File: config.mk
export PLATFORM = sky130hd
export DESIGN_NAME = mem_io
export DESIGN_NICKNAME = d
export VERILOG_FILES = /design/src/rtl/mem_io.sv
export SDC_FILE = /design/constraint.sdc
export NUM_CORES = 2
export LEC_CHECK = 0
export ABC_CLOCK_PERIOD_IN_PS = 3600
export BUFFER_PORTS_ARGS = -buffer_cell sky130_fd_sc_hd__buf_4
export CAP_MARGIN = 40
export CORE_MARGIN = 2
export CORE_UTILIZATION = 55
export DETAILED_ROUTE_END_ITERATION = 8
export HOLD_SLACK_MARGIN = 0.1
export PLACE_DENSITY = 0.73
export RECOVER_POWER = 100
export SYNTH_ARGS = -nofsm -noshare
export SYNTH_HDL_FRONTEND = slang
export SYNTH_MEMORY_MAX_BITS = 65536
export SYNTH_SLANG_ARGS = --single-unit
export TNS_END_PERCENT = 50
File: constraint.sdc
create_clock -name clk -period 3.6 [get_ports clk]
set_input_delay 0.72 -clock clk [delete_from_list [all_inputs] [get_ports clk]]
set_output_delay 0.72 -clock clk [all_outputs]
set_load 0.005 [all_outputs]
File: src/rtl/mem_io.sv
// Memory-mapped I/O block: word RAM, TX byte FIFO, single-byte RX holding register
// and a free-running 16-bit timer, all addressable over one processor port.
module mem_io #(
  parameter int unsigned RAM_AW   = 8,
  parameter int unsigned TX_DEPTH = 4
) (
  input  logic        clk,
  input  logic        reset,
  input  logic [15:0] addr,
  input  logic [15:0] wdata,
  input  logic        we,
  output logic [15:0] rdata,
  output logic [7:0]  tx_data,
  output logic        tx_valid,
  input  logic        tx_ready,
  input  logic [7:0]  rx_data,
  input  logic        rx_valid
);

  localparam int unsigned PW        = $clog2(TX_DEPTH);
  localparam int unsigned RAM_WORDS = 2 ** RAM_AW;

  localparam logic [15:0] ADDR_TXDATA = 16'hFF00;
  localparam logic [15:0] ADDR_STATUS = 16'hFF01;
  localparam logic [15:0] ADDR_RXDATA = 16'hFF02;
  localparam logic [15:0] ADDR_TIMER  = 16'hFF03;

  logic [15:0] ram [RAM_WORDS];
  logic [7:0]  tx_mem [TX_DEPTH];
  logic [PW:0] wr_ptr, rd_ptr;
  logic        tx_ovf, rx_ovf, rx_full;
  logic [7:0]  rx_byte;
  logic [15:0] timer;

  logic in_ram, tx_empty, tx_full;
  logic tx_push_req, tx_push, tx_pop;
  logic status_wr, rx_clr, timer_wr;

  // Address decode and handshake qualification
  assign in_ram      = 32'(addr) < RAM_WORDS;
  assign tx_push_req = we && (addr == ADDR_TXDATA);
  assign status_wr   = we && (addr == ADDR_STATUS);
  assign rx_clr      = we && (addr == ADDR_RXDATA);
  assign timer_wr    = we && (addr == ADDR_TIMER);

  // Extra pointer MSB separates full from empty when the index bits match
  assign tx_empty = (wr_ptr == rd_ptr);
  assign tx_full  = (wr_ptr[PW] != rd_ptr[PW]) && (wr_ptr[PW-1:0] == rd_ptr[PW-1:0]);
  assign tx_valid = !tx_empty;
  assign tx_data  = tx_empty ? 8'h00 : tx_mem[rd_ptr[PW-1:0]];
  assign tx_pop   = tx_valid && tx_ready;
  assign tx_push  = tx_push_req && (!tx_full || tx_pop);

  always_ff @(posedge clk) begin
    if (we && in_ram) ram[addr[RAM_AW-1:0]] <= wdata;
  end

  // When full with a simultaneous pop, this overwrites the slot being read out this cycle
  always_ff @(posedge clk) begin
    if (tx_push) tx_mem[wr_ptr[PW-1:0]] <= wdata[7:0];
  end

  always_ff @(posedge clk or posedge reset) begin
    if (reset) begin
      wr_ptr <= '0;
      rd_ptr <= '0;
      tx_ovf <= 1'b0;
    end else begin
      if (tx_push) wr_ptr <= wr_ptr + (PW+1)'(1);
      if (tx_pop)  rd_ptr <= rd_ptr + (PW+1)'(1);
      if (tx_push_req && tx_full && !tx_pop) tx_ovf <= 1'b1;
      else if (status_wr)                    tx_ovf <= 1'b0;
    end
  end

  // RX holding register; a same-cycle clear frees the slot for the incoming byte
  always_ff @(posedge clk or posedge reset) begin
    if (reset) begin
      rx_full <= 1'b0;
      rx_ovf  <= 1'b0;
      rx_byte <= 8'h00;
    end else begin
      if (rx_valid && (!rx_full || rx_clr)) begin
        rx_byte <= rx_data;
        rx_full <= 1'b1;
      end else if (rx_clr) begin
        rx_full <= 1'b0;
      end
      if (rx_valid && rx_full && !rx_clr) rx_ovf <= 1'b1;
      else if (status_wr)                 rx_ovf <= 1'b0;
    end
  end

  always_ff @(posedge clk or posedge reset) begin
    if (reset)         timer <= 16'h0000;
    else if (timer_wr) timer <= wdata;
    else               timer <= timer + 16'h0001;
  end

  // Side-effect-free combinational read mux
  always_comb begin
    rdata = 16'h0000;
    if (in_ram) begin
      rdata = ram[addr[RAM_AW-1:0]];
    end else begin
      case (addr)
        ADDR_STATUS: rdata = {11'b0, rx_ovf, tx_ovf, rx_full, tx_full, tx_empty};
        ADDR_RXDATA: rdata = {8'h00, rx_byte};
        ADDR_TIMER:  rdata = timer;
        default:     rdata = 16'h0000;
      endcase
    end
  end

endmodule

==> flow_summary.toml <==
[global_routing]
track_usage = 0.305
grt_pass1_vias = 85800
overflow = 0
grt_max_degree = 117
grt_pass1_wl_um = 642000
antenna_found_initial = 17

[synthesis]
yosysUniqueCellTypes = 83
syn_area_mm2 = 0.161
synth-edff-count = 4128
ys_ff_latch = 4161
yosysSeqAreaShare = 0.775
yosys_warnings = 0
syn-num-nets = 7357
synthFlopType = "edfxtp_1"
ys_async_sr_fraction = 0.00793
post_synth.cell_area_avg_um2 = 22.0
synthCells = 7306

[cts]
clock_path_buffers = 4
cts_buffers = 404
clock_sinks = 4161
path_clk_slew_ps = 60
htree_levels = 5
root_buffer = "clkbuf_16"
cts_tree = "done"
clk_latency_ps = 940

[routing]
routed_wl_um = 464000
avgRoutedWirePerCell_um = 36.0
viasPerCell = 6.74
firstDrtPassIters = 6
initialDrtViolationCount = 14100
antenna_left = 0
num_vias = 86800
drc = 0

[die]
initial_utilization = 0.553
die_w_um = 545
rows = 198
fp.coreArea_mm2 = 0.291
ios = 70
fp.dieH_um = 545
dieArea_mm2 = 0.297

[pwr]
power_mw = 101
power_density_mw_per_mm2 = 528
peakVddDrop_mv = 0.455
power_leakage_nw = 62.7

[placement]
dpl.cell_count = 12000
place_hpwl_um = 280000
gp_congestion = 0.950
io_buffer_count = 69
place_ws_ps = -1860

[setup_path]
worstSetupEndpoint = "rdata[11]"
path_max_fanout = 6
worstRegToRegCells = 8
startpoint = "addr[4]"
r2r_start = "rd_ptr[1]"
worstReg2RegEnd = "tx_mem[0][6]"
worst_setup_path_start_kind = "primary input"
cp.required_ps = 2880
arrival_ps = 4010
r2r_slack_ps = 730
critPathKind = "in -> out"
end_kind = "primary output"

[sta]
timing.fmax_ghz = 0.211
finalMaxSlewViolations = 1872
setup_viol = 3841
tightest_slew_ps = 3740
maxSlewHeadroom = -1.49
setup_ws_ps = -1130
timing.final.crit_period_ps = 4730
setup_tns_ps = -384840
hold_violations = 0
finalCritPeriodShare = 1.31
clock_skew_ps = 32.2
rsz0062_at_grt = "true"

[min_path]
hp-class = "in -> reg"
hold_depth = 4

[cells_and_area]
seq_area_mm2 = 0.125
instances_no_fill = 12900
filler_cell_count = 17700
syn2layout_area_growth_pct = 19.4
nNetsFinal = 8687
multiInputGateArea_mm2 = 0.0350
drive_above_1_share = 0.346

[status]
outcome = "complete, but fails checks"
failed_checks = "capacitance limit, slew limit, setup timing"

[flow_run]
max_cap_violations = 26
-- layer usage --
metal  vias up  track usage  share of wire
met3      1192       0.0715           0.13
li1      33600            -              -
met4        10        0.136          0.055
met5         -            0        0.00023
met2      6719        0.477           0.47
met1     45200        0.414           0.35
-- cell families after synthesis --
logic type                 count (synthesis)  share of synthesized area
adders and majority gates                  6                   0.000466
AOI/OAI and AO/OA                        563                     0.0243
buffers and inverters                    431                     0.0152
DFF                                     4161                      0.775
and+or+nand+nor                          711                     0.0206
muxes                                   1413                      0.163
xor gates and xnor gates                  21                    0.00114
-- synth_stat cells (all sizes together), types with 11 or more instances --
cell | n | share of area
nand4 | 16 | 0.00062
a22oi | 101 | 0.0047
nand3 | 78 | 0.0024
a32oi | 12 | 0.00065
and2 | 11 | 0.00043
o22ai | 103 | 0.0040
inv | 12 | 0.00028
a31oi | 28 | 0.0011
nor2b | 43 | 0.0017
edfxtp | 4128 | 0.77
nand2 | 126 | 0.0030
a22o | 18 | 0.00098
a221oi | 29 | 0.0016
a21oi | 84 | 0.0026
and3 | 16 | 0.00062
nor2 | 324 | 0.0076
mux2i | 415 | 0.026
o21ai | 62 | 0.0019
buf | 285 | 0.012
nor4 | 29 | 0.0013
nand2b | 24 | 0.00093
nor3 | 12 | 0.00037
a211oi | 27 | 0.0013
mux2 | 31 | 0.0024
xor2 | 12 | 0.00065
o211ai | 19 | 0.00089
dfrtp | 33 | 0.0051
mux4 | 967 | 0.14
clkbuf | 132 | 0.0031
a221o | 18 | 0.0011
-- stage by stage --
step	area (um2)	util	hold slack [ps]
2_1_floorplan	161000	-	460
3_3_place_gp	178000	0.611	478
3_5_place_dp	178000	0.611	486
4_1_cts	192000	0.660	237
5_1_grt	192000	0.660	373
6_report	192000	0.660	362
-- repair_timing --
| action | CTS | global route |
|---|---|---|
| setup endpoints to repair | 16 | 16 |
| cloned | 7 | 11 |
| setup buffers | 23 | 50 |
| hold buffers | 11 | 1 |
| pin swaps | 24 | 39 |
| hold endpoints to repair | 44 | 5 |
| gates resized for setup | 137 | 131 |
-- cell type report --
class | count | area share
sequential | 4161 | 0.649
multi-input combinational | 2714 | 0.182
timing repair buffer | 1341 | 0.0756
clock buffer | 510 | 0.0557
tap | 3900 | 0.0254
clock inverter | 232 | 0.0120
inverter | 14 | 0.000286
antenna | 9 | 0.000117
-- worst min-delay path by stage --
stage               startpoint     endpoint  slack [ps]
finish                      we       rx_ovf         360
global route                we       rx_ovf         370
CTS                   wdata[0]  ram[203][0]         240
detailed placement   wr_ptr[2]    wr_ptr[2]         490
global placement     wr_ptr[2]    wr_ptr[2]         480
floorplan            wr_ptr[2]    wr_ptr[2]         460
-- sequential cells by signal, summed over array words and instances, names as in the netlist --
signal	count
rx_full	1
wr_ptr	3
ram	4096
rd_ptr	3
tx_mem	32
timer	16
rx_byte	8
tx_ovf	1
rx_ovf	1
-- worst max-delay path, cell delays in order --
cell and delay, ps:
buf_4 170, clkbuf_4 160, or4_4 560, nor4_4 330, and3_1 280, clkbuf_1 320, a21oi_1 220, a2111oi_0 680
nand2_1 120, o21ai_1 240, buf_4 180
-- power by group --
group / internal [mW] / total, mW / leakage [nW] / switching [mW]
combinational: 2.55 / 6.20 / 18.9 / 3.65
sequential: 53.3 / 53.4 / 37.5 / 0.0699
clock: 23.8 / 41.8 / 6.34 / 18.0
total: 79.7 / 101 / 62.7 / 21.8
-- cells in the final DEF (no fill, tap or decap), types with 26 or more instances in the layout --
cell       Yosys  routed
a21oi_1       84      77
nand3_1       78      75
mux2i_1      415     408
clkbuf_1     132     135
bufinv_16      0      37
nand2_1      123     111
dfrtp_1       33      33
clkbuf_4       0      33
nor2b_1       43      37
o22ai_1      103      99
clkbuf_16      0     421
nor2_2         0     114
edfxtp_1    4128    4128
mux4_2       967     967
buf_4         69     792
nor2_1       324     208
buf_6         53      57
buf_12         0     291
a31oi_1       28      26
a22oi_1      101      88
clkbuf_2       0      51
clkinv_1       2      85
o21ai_0       54      43
clkinv_2       0      74
(Power assumes the default switching activity.)
